**src/rtl/jtsdram_seq_if.sv**
```systemverilog
// Signal bundle between the SDRAM test sequencer and its surroundings:
// user start, programmer handshake, bank checker lanes and OSD status.
interface jtsdram_seq_if;
    logic       start_i;
    logic       prog_start_o;
    logic       dwnld_busy_i;
    logic       prog_done_i;
    logic [3:0] bank_en_o;
    logic [3:0] bank_cycle_i;
    logic [3:0] bank_bad_i;
    logic [2:0] st_o;
    logic [7:0] pass_cnt_o;
    logic [3:0] bad_o;
    logic       timeout_o;
    logic       busy_o;

    modport master (
        input  start_i, dwnld_busy_i, prog_done_i, bank_cycle_i, bank_bad_i,
        output prog_start_o, bank_en_o, st_o, pass_cnt_o, bad_o, timeout_o, busy_o
    );

    modport slave (
        output start_i, dwnld_busy_i, prog_done_i, bank_cycle_i, bank_bad_i,
        input  prog_start_o, bank_en_o, st_o, pass_cnt_o, bad_o, timeout_o, busy_o
    );
endinterface

```
**src/rtl/jtsdram_seq.sv**
```systemverilog
// SDRAM tester sequencer: programs all banks, waits a settle gap, then runs the
// bank checkers until enough full passes complete, a mismatch, or the watchdog fires.
module jtsdram_seq #(
    parameter int unsigned PASSES = 8,
    parameter int unsigned SETTLE = 16,
    parameter int unsigned TOW    = 24,
    parameter logic [3:0]  BAMASK = 4'hF
) (
    input logic           clk,
    input logic           rst,
    jtsdram_seq_if.master io
);
    typedef enum logic [2:0] {
        ST_IDLE   = 3'd0,
        ST_PROG   = 3'd1,
        ST_SETTLE = 3'd2,
        ST_CHECK  = 3'd3,
        ST_OK     = 3'd4,
        ST_FAIL   = 3'd5
    } state_t;

    localparam logic [7:0]     PASS_TARGET = 8'(PASSES);
    localparam logic [7:0]     SETTLE_LAST = 8'(SETTLE - 1);
    localparam logic [TOW-1:0] WDOG_ONE    = TOW'(1);

    state_t         state_q, state_d;
    logic           prog_start_q, prog_start_d;
    logic [3:0]     bank_en_q, bank_en_d;
    logic [7:0]     pass_cnt_q, pass_cnt_d;
    logic [3:0]     bad_q, bad_d;
    logic           timeout_q, timeout_d;
    logic           busy_q, busy_d;
    logic [3:0]     seen_q, seen_d;
    logic           armed_q, armed_d;
    logic [7:0]     settle_cnt_q, settle_cnt_d;
    logic [TOW-1:0] wdog_q, wdog_d;
    logic           dwnld_prev_q, done_prev_q;

    logic [3:0] cycle_hit, bad_hit, seen_next;
    logic [7:0] pass_inc;
    logic       pass_done, wdog_clr, wdog_full;

    always_comb begin
        cycle_hit = io.bank_cycle_i & BAMASK;
        bad_hit   = io.bank_bad_i & BAMASK;
        seen_next = seen_q | cycle_hit;
        pass_done = (seen_next == BAMASK);
        pass_inc  = pass_cnt_q + 8'd1;
        wdog_full = &wdog_q;
        // Any sign of life from the programmer or a checker restarts the watchdog
        wdog_clr  = (io.dwnld_busy_i & ~dwnld_prev_q) | (io.prog_done_i & ~done_prev_q) | (|cycle_hit);

        state_d      = state_q;
        prog_start_d = 1'b0;
        bank_en_d    = bank_en_q;
        pass_cnt_d   = pass_cnt_q;
        bad_d        = bad_q;
        timeout_d    = timeout_q;
        seen_d       = seen_q;
        armed_d      = armed_q;
        settle_cnt_d = settle_cnt_q;
        wdog_d       = wdog_q;

        if (io.start_i) begin
            state_d      = ST_PROG;
            prog_start_d = 1'b1;
            bank_en_d    = 4'h0;
            pass_cnt_d   = 8'd0;
            bad_d        = 4'h0;
            timeout_d    = 1'b0;
            seen_d       = 4'h0;
            armed_d      = 1'b0;
            settle_cnt_d = 8'd0;
            wdog_d       = '0;
        end else begin
            case (state_q)
                ST_PROG: begin
                    if (io.dwnld_busy_i) armed_d = 1'b1;
                    // prog_done only counts once this run has seen the programmer busy
                    if (io.prog_done_i && armed_q) begin
                        state_d      = ST_SETTLE;
                        settle_cnt_d = 8'd0;
                        wdog_d       = '0;
                    end else if (wdog_clr) begin
                        wdog_d = '0;
                    end else if (wdog_full) begin
                        state_d   = ST_FAIL;
                        timeout_d = 1'b1;
                        wdog_d    = '0;
                    end else begin
                        wdog_d = wdog_q + WDOG_ONE;
                    end
                end
                ST_SETTLE: begin
                    if (settle_cnt_q == SETTLE_LAST) begin
                        state_d      = ST_CHECK;
                        bank_en_d    = BAMASK;
                        settle_cnt_d = 8'd0;
                        seen_d       = 4'h0;
                        wdog_d       = '0;
                    end else begin
                        settle_cnt_d = settle_cnt_q + 8'd1;
                    end
                end
                ST_CHECK: begin
                    seen_d = pass_done ? 4'h0 : seen_next;
                    if (pass_done) pass_cnt_d = pass_inc;
                    if (|bad_hit) begin
                        bad_d     = bad_q | bad_hit;
                        state_d   = ST_FAIL;
                        bank_en_d = 4'h0;
                        wdog_d    = '0;
                    end else if (pass_done && (pass_inc == PASS_TARGET)) begin
                        state_d   = ST_OK;
                        bank_en_d = 4'h0;
                        wdog_d    = '0;
                    end else if (wdog_clr) begin
                        wdog_d = '0;
                    end else if (wdog_full) begin
                        state_d   = ST_FAIL;
                        timeout_d = 1'b1;
                        bank_en_d = 4'h0;
                        wdog_d    = '0;
                    end else begin
                        wdog_d = wdog_q + WDOG_ONE;
                    end
                end
                ST_IDLE, ST_OK, ST_FAIL: begin
                    wdog_d = '0;
                end
                default: begin
                    state_d = ST_IDLE;
                    wdog_d  = '0;
                end
            endcase
        end

        busy_d = (state_d == ST_PROG) || (state_d == ST_SETTLE) || (state_d == ST_CHECK);
    end

    always_ff @(posedge clk or posedge rst) begin
        if (rst) begin
            state_q      <= ST_IDLE;
            prog_start_q <= 1'b0;
            bank_en_q    <= 4'h0;
            pass_cnt_q   <= 8'd0;
            bad_q        <= 4'h0;
            timeout_q    <= 1'b0;
            busy_q       <= 1'b0;
            seen_q       <= 4'h0;
            armed_q      <= 1'b0;
            settle_cnt_q <= 8'd0;
            wdog_q       <= '0;
            dwnld_prev_q <= 1'b0;
            done_prev_q  <= 1'b0;
        end else begin
            state_q      <= state_d;
            prog_start_q <= prog_start_d;
            bank_en_q    <= bank_en_d;
            pass_cnt_q   <= pass_cnt_d;
            bad_q        <= bad_d;
            timeout_q    <= timeout_d;
            busy_q       <= busy_d;
            seen_q       <= seen_d;
            armed_q      <= armed_d;
            settle_cnt_q <= settle_cnt_d;
            wdog_q       <= wdog_d;
            dwnld_prev_q <= io.dwnld_busy_i;
            done_prev_q  <= io.prog_done_i;
        end
    end

    assign io.st_o         = state_q;
    assign io.prog_start_o = prog_start_q;
    assign io.bank_en_o    = bank_en_q;
    assign io.pass_cnt_o   = pass_cnt_q;
    assign io.bad_o        = bad_q;
    assign io.timeout_o    = timeout_q;
    assign io.busy_o       = busy_q;
endmodule

```
**src/flat_wrapper.sv**
```systemverilog
// flat-port wrapper written by rule: the top's interface ports become plain ports
module jtsdram_seq_flat 
#(
    parameter int unsigned PASSES = 8,
    parameter int unsigned SETTLE = 16,
    parameter int unsigned TOW    = 24,
    parameter logic [3:0]  BAMASK = 4'hF
)
  (clk, rst, io_start_i, io_dwnld_busy_i, io_prog_done_i, io_bank_cycle_i, io_bank_bad_i, io_prog_start_o, io_bank_en_o, io_st_o, io_pass_cnt_o, io_bad_o, io_timeout_o, io_busy_o);
  jtsdram_seq_if io_i ();
  input logic clk;
  input logic rst;
  input wire logic [$bits(io_i.start_i)-1:0] io_start_i;
  input wire logic [$bits(io_i.dwnld_busy_i)-1:0] io_dwnld_busy_i;
  input wire logic [$bits(io_i.prog_done_i)-1:0] io_prog_done_i;
  input wire logic [$bits(io_i.bank_cycle_i)-1:0] io_bank_cycle_i;
  input wire logic [$bits(io_i.bank_bad_i)-1:0] io_bank_bad_i;
  output wire logic [$bits(io_i.prog_start_o)-1:0] io_prog_start_o;
  output wire logic [$bits(io_i.bank_en_o)-1:0] io_bank_en_o;
  output wire logic [$bits(io_i.st_o)-1:0] io_st_o;
  output wire logic [$bits(io_i.pass_cnt_o)-1:0] io_pass_cnt_o;
  output wire logic [$bits(io_i.bad_o)-1:0] io_bad_o;
  output wire logic [$bits(io_i.timeout_o)-1:0] io_timeout_o;
  output wire logic [$bits(io_i.busy_o)-1:0] io_busy_o;
  assign io_i.start_i = io_start_i;
  assign io_i.dwnld_busy_i = io_dwnld_busy_i;
  assign io_i.prog_done_i = io_prog_done_i;
  assign io_i.bank_cycle_i = io_bank_cycle_i;
  assign io_i.bank_bad_i = io_bank_bad_i;
  assign io_prog_start_o = io_i.prog_start_o;
  assign io_bank_en_o = io_i.bank_en_o;
  assign io_st_o = io_i.st_o;
  assign io_pass_cnt_o = io_i.pass_cnt_o;
  assign io_bad_o = io_i.bad_o;
  assign io_timeout_o = io_i.timeout_o;
  assign io_busy_o = io_i.busy_o;
  jtsdram_seq #(.PASSES(PASSES), .SETTLE(SETTLE), .TOW(TOW), .BAMASK(BAMASK)) u_core (.clk(clk), .rst(rst), .io(io_i));
endmodule
```
**config.mk**
```make
export PLATFORM = sky130hd
export DESIGN_NAME = jtsdram_seq_flat
export DESIGN_NICKNAME = d
export VERILOG_FILES = /design/src/rtl/jtsdram_seq_if.sv /design/src/rtl/jtsdram_seq.sv /design/src/flat_wrapper.sv
export SDC_FILE = /design/constraint.sdc
export NUM_CORES = 1
export LEC_CHECK = 0
export BUFFER_PORTS_ARGS = -buffer_cell sky130_fd_sc_hd__buf_2
export CAP_MARGIN = 20
export CORE_MARGIN = 5
export CORE_UTILIZATION = 60
export CTS_CLUSTER_DIAMETER = 80
export DETAILED_ROUTE_END_ITERATION = 10
export PLACE_DENSITY = 0.92
export SKIP_CTS_REPAIR_TIMING = 1
export SLEW_MARGIN = 20
export SYNTH_ARGS = -nofsm -noshare
export SYNTH_HDL_FRONTEND = slang
export SYNTH_SLANG_ARGS = --single-unit
```
**constraint.sdc**
```tcl
create_clock -name clk -period 4.1 [get_ports clk]
set_clock_uncertainty 0.1 [all_clocks]
set_input_delay 0.41 -clock clk [delete_from_list [all_inputs] [get_ports clk]]
set_output_delay 0.41 -clock clk [all_outputs]
set_load 0.005 [all_outputs]
```
==> results of run 1 <==
-- worst max-delay path: cells and delay by family, from the launching register on --
kind / cells / cell delay (ps)
simple gates: 3 / 1110
flops: 1 / 450
fa+ha+maj: 1 / 300
mux: 1 / 300
compound gates: 2 / 240
-- routing by layer --
metal | up-vias | track usage, %
li1 | 1295 | -
met1 | 1335 | 31.0
met2 | 103 | 35.9
met3 | 12 | 5.31
met4 | 0 | 8.14
met5 | - | 0
-- flip-flops by register name, indices dropped and copies added (netlist names), 3 cells and up --
| signal | count |
|---|---|
| u_core.settle_cnt_q | 8 |
| u_core.io.pass_cnt_o | 8 |
| u_core.io.bad_o | 4 |
| u_core.seen_q | 4 |
| u_core.wdog_q | 24 |
| u_core.io.st_o | 3 |
-- worst paths after layout --
kind | start | endpoint | slack, ps
max | u_core.io.pass_cnt_o[0] | u_core.wdog_q[12] | 1460
min | io_dwnld_busy_i | u_core.dwnld_prev_q | 150
max reg2reg | u_core.io.pass_cnt_o[0] | u_core.wdog_q[12] | 1460
min reg2reg | u_core.io.bad_o[0] | u_core.io.bad_o[0] | 400
max in group asynchronous | rst | u_core.wdog_q[3] | 3270
min in group asynchronous | rst | u_core.wdog_q[1] | 170
-- Yosys cell counts (all sizes together) (2+ instances only) --
master   n
a21oi   10
buf      7
nand3   25
nand4   16
mux2i    8
clkbuf  10
nor2b    2
and4     2
o22ai    2
xor2     5
nand2b   2
a22o     5
nand3b   5
inv     11
ha       4
nor3     9
o211ai   4
xnor2   11
o21ai   19
or4      2
o311ai   3
nor2    27
and3    11
o21a     3
nand4b   3
nor4     3
or3      2
a31oi   13
nand2   37
dfrtp   58
o221ai   2
-- area by class of cell --
type	count	share of cell area (%)
Timing Repair Buffer	36	5.25
Clock inverter	2	0.284
Multi-Input combinational cell	249	44.6
Sequential cell	58	41.2
Inverter	11	1.17
Clock buffer	13	5.07
Tap cell	70	2.48
-- through the flow --
stage / total power, uW / util [%]
final: 1150 / 69.0
after detailed placement: 667 / 65.3
after floorplan: 640 / -
after global routing: 1200 / 69.0
after global placement: 664 / 65.3
after CTS: 1160 / 69.0
-- cell usage in the layout, fill, tap and decap left out, types with 3 or more instances in the layout --
master	Yosys	routed
sky130_fd_sc_hd__nand4_1	16	16
sky130_fd_sc_hd__mux2i_1	8	8
sky130_fd_sc_hd__a31oi_1	12	12
sky130_fd_sc_hd__nand3b_1	5	5
sky130_fd_sc_hd__nand4b_1	3	3
sky130_fd_sc_hd__inv_1	11	10
sky130_fd_sc_hd__a22o_1	5	5
sky130_fd_sc_hd__nor2_1	26	26
sky130_fd_sc_hd__buf_2	1	34
sky130_fd_sc_hd__xnor2_1	11	11
sky130_fd_sc_hd__xor2_1	5	5
sky130_fd_sc_hd__o21a_1	3	3
sky130_fd_sc_hd__nand2_1	36	36
sky130_fd_sc_hd__ha_1	4	4
sky130_fd_sc_hd__nand3_1	24	24
sky130_fd_sc_hd__dfrtp_1	58	58
sky130_fd_sc_hd__and3_1	11	11
sky130_fd_sc_hd__nor3_1	9	8
sky130_fd_sc_hd__o211ai_1	4	4
sky130_fd_sc_hd__o21ai_0	19	19
sky130_fd_sc_hd__clkbuf_8	0	13
sky130_fd_sc_hd__a21oi_1	10	10
-- cell families (layout without fill, tap and decap cells) --
kind of cell               Yosys count  in the layout  synth area share [%]
xor gates and xnor gates            16             16                  4.45
muxes                                8              8                  2.54
and+or+nand+nor                    149            149                  25.1
buffers and inverters               28             62                  4.10
DFF                                 58             58                  46.1
adders and majority gates            4              4                  1.59
AOI/OAI and AO/OA                   72             72                  16.1
-- power groups by stage --
stage	combinational (uW)	sequential, uW	clock, uW
after floorplan	43.6	597	0
after global placement	63.7	600	0
after detailed placement	66.9	600	0
after CTS	66.9	590	500
after global routing	75.3	592	528
final	66.2	590	490
==> impl_metrics.yaml, run 1 <==
outcome:
  run_status: "complete, no violations"
sta:
  grt_setup_unrepaired: "no"
  max_freq_mhz: 378
  post-route-period-util_pct: 64.5
  setup_viol: 0
  whs_ps: 147
  fin_ws_ps: 1460
  hold_violations: 0
  timing.slew.headroom_pct: 47.3
  timing_max_transition_violations_final: 0
  worstMarginPinSlew_ps: 790
  final.min_clock_period_ps: 2640
  final.setup.tns_ps: 0
clock_tree:
  clock_insertion_delay_worst_skew_ps: 330
  cts_max_path_buffers: 2
  clock_tree_from_tritoncts: "yes"
  cts.reportedPaths.clkPinSlew_ps: 60
  htree_num_levels: 3
  clock-root-buffer: "sky130_fd_sc_hd__clkbuf_8"
  cts_num_sinks: 58
  cts_made_buffers: 9
power_and_ir_drop:
  p_sw_uw: 263
  power_per_cell_area_nw_per_um2: 325
  comb_power_share_pct: 5.8
  switching_share_pct: 22.9
  pwr-share-clk_pct: 42.7
  cellLeakagePower_uw: 0.00156
  pwr-share-seq_pct: 51.5
  cellInternalPower_uw: 884
  power.ir.vdd_worst_v: 0.000189
worst_setup_path:
  critPathCaptureType: "flop"
  data_arrival_critical_path_ps: 2730
  worst-setup-path-type: "flop to flop"
  timing.critical_path.slowest_stage_cell: "sky130_fd_sc_hd__nand3_2"
  crit_path_max_fanout: 28
  critPathLaunchType: "flop"
  cp_cell_sequence: "ha_1 -> and3_1 -> o21ai_0 -> mux2i_1 -> nand3_2 -> nand2_4 -> o311ai_0"
  worstRegToRegCells: 7
  required_ps: 4190
  cpPeakStageDelay_ps: 530
routing:
  antenna_left: 0
  route.vias.total: 2745
  drc: 0
  topRoutingLayerUsed: "met4"
  detailedRoute.firstIterationViolations: 241
  post_drt_via_cell_ratio: 6.25
  detailroute.wirelength.met2_um: 3190
  wl_per_cell_um: 15.3
  routed_wl_um: 6700
  detailroute.wirelength.met3_um: 441
  drtPass1Iterations: 5
  detailed_route_wire_length_on_metal_1_um: 2950
synthesis:
  synth_sequential_area_ratio_pct: 46.1
  postSynthNetCount: 352
  synth_async_sr_flop_share_pct: 100
  synth_flop_cell: "sky130_fd_sc_hd__dfrtp_1"
  number_of_synthesized_flops_with_an_enable_pin: 0
  ys_seq_elements: 58
  post_synthesis_cell_type_count: 54
  yosys_warnings: 0
  synth_area_leaders: "sky130_fd_sc_hd__dfrtp_1 (46%), sky130_fd_sc_hd__nand2_1 (4.3%), sky130_fd_sc_hd__nand3_1 (3.8%), sky130_fd_sc_hd__nand4_1 (3.2%), sky130_fd_sc_hd__nor2_1 (3.1%)"
  synthDominantCellAreaShare_pct: 46.1
  syn_area_um2: 3150
  netlist_instances: 335
  post_synth.cell_area_avg_um2: 9.39
  synth_largest_area_cell: "sky130_fd_sc_hd__dfrtp_1"
place:
  place_hpwl_um: 4530
  placement.cell_area_um2: 3340
  placed_cells_incl_taps: 424
  place.gp.congestion: 0.841
  port_buffers: 34
  place_worst_setup_slack_ps: 1200
cells_and_area:
  num-fill-cells: 390
  final_design_area_no_fill_um2: 3530
  post_layout_nonfiller_instances: 439
  layout_cells_sized_above_1_pct: 16.8
  insertedDiodeCount: 0
  final_net_count: 382
  synth_to_layout_area_growth_pct: 12.0
  regArea_um2: 1450
  multi_input_comb_area_um2: 1570
floorplan:
  initial_core_util_pct: 61.6
  std_cell_rows: 26
  die_x_um: 82.4
  core_um2: 5110
  fp.dieH_um: 82.4
  ios: 35
  design.die.area_um2: 6790
global_routing:
  via_count_of_the_first_global_routing_pass: 2590
  track_usage_pct: 22.8
  largest_net_degree_at_the_start_of_global_routing: 59
  global_route_wire_length_before_repair_um: 12000
  grt_overflow: 0
  antenna_found_initial: 0
job:
  maxCapViolations: 0
hold_path:
  hold_path.class: "input pin to flop"
  min_path_cells: 1
(Power assumes the default switching activity.)
==> run 2, diff against run 1 <==
--- a/config.mk
+++ b/config.mk
@@ -8,10 +8,10 @@
 export BUFFER_PORTS_ARGS = -buffer_cell sky130_fd_sc_hd__buf_2
 export CAP_MARGIN = 20
 export CORE_MARGIN = 5
-export CORE_UTILIZATION = 60
+export CORE_UTILIZATION = 58
 export CTS_CLUSTER_DIAMETER = 80
 export DETAILED_ROUTE_END_ITERATION = 10
-export PLACE_DENSITY = 0.92
+export PLACE_DENSITY = 0.9
 export SKIP_CTS_REPAIR_TIMING = 1
 export SLEW_MARGIN = 20
 export SYNTH_ARGS = -nofsm -noshare
==> constraint.sdc (replaced) <==
create_clock -name clk -period 2.6 [get_ports clk]
set_clock_uncertainty 0.1 [all_clocks]
set_input_delay 0.26 -clock clk [delete_from_list [all_inputs] [get_ports clk]]
set_output_delay 0.26 -clock clk [all_outputs]
set_load 0.005 [all_outputs]
==> run 2 against run 1 <==
Setup slack worse by 1200 ps. Worst hold slack worse by 84 ps. Clock power is 140% higher. Total power is 94% higher. Sequential share of layout area is 2.5 points lower. Sequential power is 58% higher. Cell count is 3.2% higher. Non-clock buffer count is 13 higher. Count of clock-buffer cells in the layout is 1 lower.
==> impl_metrics.yaml, run 2 (same netlist as run 1, synthesis figures left out) <==
floorplan:
  die_x_um: 83.7
  design.die.area_um2: 7000
  ios: 35
  core_um2: 5170
  fp.dieH_um: 83.7
  std_cell_rows: 26
  initial_core_util_pct: 60.8
global_routing:
  antenna_found_initial: 0
  global_route_wire_length_before_repair_um: 12300
  grt_overflow: 0
  via_count_of_the_first_global_routing_pass: 2631
  track_usage_pct: 21.3
  largest_net_degree_at_the_start_of_global_routing: 31
place:
  place.gp.congestion: 0.870
  port_buffers: 34
  place_hpwl_um: 4890
sta:
  timing.slew.headroom_pct: 51.8
  hold_violations: 0
  whs_ps: 62.5
  max_freq_mhz: 421
  worstMarginPinSlew_ps: 716
  timing_max_transition_violations_final: 0
  setup_viol: 0
  post-route-period-util_pct: 91.4
  grt_setup_unrepaired: "no"
  final.min_clock_period_ps: 2380
worst_setup_path:
  cp_cell_sequence: "ha_1 -> nor3_1 -> o21ai_0 -> mux2i_2 -> nand3_4 -> buf_12 -> a32oi_1 -> o41ai_2"
  crit_path_max_fanout: 15
  timing.critical_path.slowest_stage_cell: "sky130_fd_sc_hd__dfrtp_1"
  critPathCaptureType: "flop"
  worst-setup-path-type: "flop to flop"
  crit_buf_inv: 1
  data_arrival_critical_path_ps: 2490
  required_ps: 2720
  crit_family: "compound AO/OA/AOI/OAI gates"
  cpPeakStageDelay_ps: 450
  critPathLaunchType: "flop"
cells_and_area:
  layout_commonest_cell: "sky130_fd_sc_hd__dfrtp_1"
  final_net_count: 395
  most-common-layout-cells: "sky130_fd_sc_hd__dfrtp_1 (58), sky130_fd_sc_hd__nand2_1 (36), sky130_fd_sc_hd__buf_2 (34)"
  largest_register_ff_count: 24
  layout_cells_sized_above_1_pct: 19.3
  insertedDiodeCount: 0
  regMostFlops: "u_core.wdog_q"
  synth_to_layout_area_growth_pct: 19.2
power_and_ir_drop:
  power_uw: 2220
  cellLeakagePower_uw: 0.00166
  power.ir.vdd_worst_v: 0.000369
  power_per_cell_area_nw_per_um2: 592
clock_tree:
  htree_num_levels: 3
  clock-root-buffer: "sky130_fd_sc_hd__clkbuf_8"
  cts_num_sinks: 58
  cts.reportedPaths.clkPinSlew_ps: 70
  clock_tree_from_tritoncts: "yes"
  cts_max_path_buffers: 2
  cts_made_buffers: 9
  clock_insertion_delay_worst_skew_ps: 340
job:
  maxCapViolations: 0
routing:
  routed_wl_um: 7340
  drtPass1Iterations: 7
  post_drt_via_cell_ratio: 6.32
  detailedRoute.firstIterationViolations: 271
  drc: 0
  route.vias.total: 2865
  wl_per_cell_um: 16.2
  antenna_left: 0
outcome:
  run_status: "complete, no violations"
hold_path:
  hold_path.class: "input pin to flop"
run 2: tightest hold or removal path, stage by stage:
cell	delay [ps]
sky130_fd_sc_hd__buf_2	80
sky130_fd_sc_hd__a21oi_1	50
sky130_fd_sc_hd__nor2_1	70
run 2: metrics by stage:
step / instances / setup slack, ps / utilization, % / cell area [um^2] / setup TNS (ps)
final: 453 / 223 / 72.5 / 3750 / 0
after global routing: 453 / 54.9 / 72.5 / 3750 / 0
after CTS: 447 / -18.5 / 71.0 / 3670 / -18.9
after detailed placement: 431 / -16.5 / 65.5 / 3390 / -25.3
after global placement: 431 / 206 / 65.5 / 3390 / 0
after floorplan: 335 / 398 / - / 3150 / 0
run 2: worst paths after layout:
check / from / end / cells past startpoint / slack (ps)
min in group asynchronous: rst / u_core.wdog_q[0] / 3 / 440
setup reg to reg: u_core.io.pass_cnt_o[0] / u_core.wdog_q[14] / 8 / 220
max in group asynchronous: rst / u_core.settle_cnt_q[2] / 4 / 1310
hold / removal: io_bank_bad_i[3] / u_core.io.bad_o[3] / 3 / 60
setup / recovery: u_core.io.pass_cnt_o[0] / u_core.wdog_q[14] / 8 / 220
hold reg to reg: u_core.io.bad_o[3] / u_core.io.bad_o[3] / 2 / 390
run 2: area by class of cell:
type | count | area [um^2]
clock buffers | 12 | 165
clock inverters | 4 | 120
fillers | 325 | 1420
inverters | 11 | 41.3
multi-input cells | 249 | 1580
flip-flops and latches | 58 | 1450
well taps | 70 | 87.6
repair buffers | 49 | 303
run 2: layer usage:
layer,wire (um),global-route usage [%],vias up,part of all wire [%]
met3,378,3.95,19,5.1
met5,0,0,-,0
met4,174,12.1,0,2.4
met2,3710,33.3,107,50
li1,-,-,1332,-
met1,3080,27.8,1407,42
run 2: report_power, final:
| group | internal, uW | switching, uW | total, uW |
|---|---|---|---|
| clock | 813 | 365 | 1180 |
| sequential | 916 | 14.2 | 930 |
| combinational | 41.6 | 70.2 | 112 |
| total | 1770 | 450 | 2220 |
==> run 3, diff against run 2 <==
--- a/config.mk
+++ b/config.mk
@@ -5,13 +5,15 @@
 export SDC_FILE = /design/constraint.sdc
 export NUM_CORES = 1
 export LEC_CHECK = 0
+export ABC_AREA = 1
 export BUFFER_PORTS_ARGS = -buffer_cell sky130_fd_sc_hd__buf_2
 export CAP_MARGIN = 20
 export CORE_MARGIN = 5
-export CORE_UTILIZATION = 58
+export CORE_UTILIZATION = 59
 export CTS_CLUSTER_DIAMETER = 80
 export DETAILED_ROUTE_END_ITERATION = 10
-export PLACE_DENSITY = 0.9
+export PLACE_DENSITY = 0.91
+export SETUP_SLACK_MARGIN = 0.1
 export SKIP_CTS_REPAIR_TIMING = 1
 export SLEW_MARGIN = 20
 export SYNTH_ARGS = -nofsm -noshare
==> run 3 against run 2 <==
Critical path depth unchanged. Critical path type unchanged. Clock power decreased by 38%. First-iteration DRC count up 14%. Sequential power up 11%. Via count up 5.2%. Synthesized cell count increased by 28%.
==> impl_metrics.yaml, run 3 <==
sta:
  setup_viol: 0
  timing_max_transition_violations_final: 0
  max_freq_mhz: 438
  final.min_clock_period_ps: 2280
  whs_ps: 62.2
  timing.slew.headroom_pct: 32.5
  post-route-period-util_pct: 87.9
  worstMarginPinSlew_ps: 1010
  hold_violations: 0
  final.setup.tns_ps: 0
  grt_setup_unrepaired: "no"
worst_setup_path:
  minimum_setup_slack_among_reg_to_reg_paths_ps: 320
  data_arrival_critical_path_ps: 2420
  worstRegToRegCells: 8
  critPathLaunchType: "flop"
  crit_path_max_fanout: 14
  path_common_cell: "sky130_fd_sc_hd__nand2_1"
  timing.critical_path.to: "u_core.io.bank_en_o[2]"
  start_point_of_the_critical_path: "u_core.settle_cnt_q[0]"
  critPathCaptureType: "flop"
  required_ps: 2730
  timing.critical_path.slowest_stage_cell: "sky130_fd_sc_hd__nor3_1"
  cp_cell_sequence: "ha_1 -> nand2_1 -> nor3_1 -> nor3_4 -> a21oi_2 -> o21ai_0 -> nand2_1 -> nand2_1"
  reg2reg_to: "u_core.io.bank_en_o[2]"
  worst-setup-path-type: "flop to flop"
  cpPeakStageDelay_ps: 640
  critical_path.reg2reg.startpoint: "u_core.settle_cnt_q[0]"
cells_and_area:
  largest_register_ff_count: 24
  regMostFlops: "u_core.wdog_q"
  layout_cells_sized_above_1_pct: 22.1
  insertedDiodeCount: 0
  layout_commonest_cell: "sky130_fd_sc_hd__nand2_1"
  num-fill-cells: 446
  final_net_count: 487
  most-common-layout-cells: "sky130_fd_sc_hd__nand2_1 (109), sky130_fd_sc_hd__dfrtp_1 (58), sky130_fd_sc_hd__inv_1 (55)"
  synth_to_layout_area_growth_pct: 11.8
power_and_ir_drop:
  p_sw_uw: 813
  pwr-share-clk_pct: 31.1
  power.ir.vdd_worst_v: 0.000552
  pwr-share-seq_pct: 43.8
  power_per_cell_area_nw_per_um2: 615
  cellLeakagePower_uw: 0.00179
  comb_power_share_pct: 25.0
  switching_share_pct: 34.6
  power_uw: 2350
  cellInternalPower_uw: 1530
synthesis:
  post_synthesis_cell_type_count: 36
  ys_seq_elements: 58
  synth_most_common_cell: "sky130_fd_sc_hd__nand2_1"
  synth_area_leaders: "sky130_fd_sc_hd__dfrtp_1 (43%), sky130_fd_sc_hd__nand2_1 (12%), sky130_fd_sc_hd__inv_1 (6.2%), sky130_fd_sc_hd__o21ai_2 (4.9%), sky130_fd_sc_hd__nand3_1 (4.3%)"
  number_of_synthesized_flops_with_an_enable_pin: 0
  synth_async_sr_flop_share_pct: 100
  synth_largest_area_cell: "sky130_fd_sc_hd__dfrtp_1"
  synth_flop_cell: "sky130_fd_sc_hd__dfrtp_1"
  synth_sequential_area_ratio_pct: 42.5
  postSynthNetCount: 447
  synth_commonest_cells: "sky130_fd_sc_hd__nand2_1 (109), sky130_fd_sc_hd__dfrtp_1 (58), sky130_fd_sc_hd__inv_1 (56)"
  synthDominantCellAreaShare_pct: 42.5
  netlist_instances: 430
  yosys_warnings: 0
  post_synth.cell_area_avg_um2: 7.93
  syn_area_um2: 3410
place:
  port_buffers: 34
  place.gp.congestion: 0.837
  place_hpwl_um: 5210
hold_path:
  hold_path.class: "input pin to flop"
floorplan:
  fp.dieH_um: 86.0
  std_cell_rows: 27
  ios: 35
  core_um2: 5570
  design.die.area_um2: 7400
  die_x_um: 86.0
  initial_core_util_pct: 61.2
routing:
  drtPass1Iterations: 5
  wl_per_cell_um: 13.7
  route.vias.total: 3014
  routed_wl_um: 7510
  post_drt_via_cell_ratio: 5.51
  detailedRoute.firstIterationViolations: 310
  antenna_left: 0
  drc: 0
outcome:
  run_status: "complete, no violations"
clock_tree:
  cts_max_path_buffers: 2
  cts.reportedPaths.clkPinSlew_ps: 70
  cts_made_buffers: 9
  cts_num_sinks: 58
  clock-root-buffer: "sky130_fd_sc_hd__clkbuf_8"
  clock_insertion_delay_worst_skew_ps: 340
  htree_num_levels: 3
  clock_tree_from_tritoncts: "yes"
job:
  maxCapViolations: 0
global_routing:
  track_usage_pct: 21.6
  grt_overflow: 0
  antenna_found_initial: 0
  via_count_of_the_first_global_routing_pass: 2892
  largest_net_degree_at_the_start_of_global_routing: 31
  global_route_wire_length_before_repair_um: 12700
[run 3: cell families (layout without fill, tap and decap cells)]
logic type,Yosys count,count (layout),synth area share (%)
and+or+nand+nor,218,219,30.1
xor gates and xnor gates,17,17,4.36
adders and majority gates,4,4,1.47
AOI/OAI and AO/OA,63,63,12.3
buffers and inverters,70,114,9.28
DFF,58,58,42.5
[run 3: how the worst min path moves through the flow]
stage / from / to / slack [ps] / cells past startpoint
floorplan: io_prog_done_i / u_core.done_prev_q / 190 / 0
global placement: rst / u_core.io.pass_cnt_o[6] / 280 / 2
detailed placement: rst / u_core.io.pass_cnt_o[7] / 290 / 2
CTS: rst / u_core.io.pass_cnt_o[0] / -80 / 2
global route: io_start_i / u_core.io.prog_start_o / 50 / 1
finish: io_start_i / u_core.io.prog_start_o / 60 / 1
[run 3: per-layer routing]
| metal | wire length, um | track usage [%] |
|---|---|---|
| met2 | 3590 | 34.8 |
| met1 | 3300 | 28.0 |
| met3 | 439 | 3.55 |
| met4 | 176 | 10.8 |
| met5 | 0 | 0 |
[run 3: power groups by stage]
stage / Sequential [uW] / Combinational [uW] / Clock, uW
after floorplan: 1040 / 426 / 0
after global placement: 1040 / 550 / 0
after detailed placement: 1040 / 569 / 0
after CTS: 1030 / 574 / 740
after global routing: 1040 / 653 / 791
final: 1030 / 588 / 731
[run 3: metrics by stage]
step / setup WS, ps / std cells / instance area [um^2] / util [%]
after detailed placement: 297 / 527 / 3600 / 64.7
after floorplan: 741 / 430 / 3410 / -
after global placement: 425 / 527 / 3600 / 64.7
after global routing: 168 / 547 / 3820 / 68.5
after CTS: 258 / 543 / 3780 / 67.7
final: 315 / 547 / 3820 / 68.5
[run 3: layout make-up]
| class | count | area, um^2 | area share, % |
|---|---|---|---|
| multi-input combinational | 303 | 1650 | 43.3 |
| clock inverter | 5 | 30.0 | 0.787 |
| timing repair buffer | 39 | 228 | 5.97 |
| clock buffer | 11 | 141 | 3.70 |
| tap | 72 | 90.1 | 2.36 |
| inverter | 59 | 221 | 5.80 |
| sequential | 58 | 1450 | 38.0 |
[run 3: critical path, delay by kind of cell (launching register included)]
| family | cells | cell delay, ps |
|---|---|---|
| AOI/OAI and AO/OA | 2 | 410 |
| DFF | 1 | 380 |
| adders and majority gates | 1 | 190 |
| and+or+nand+nor | 5 | 1090 |
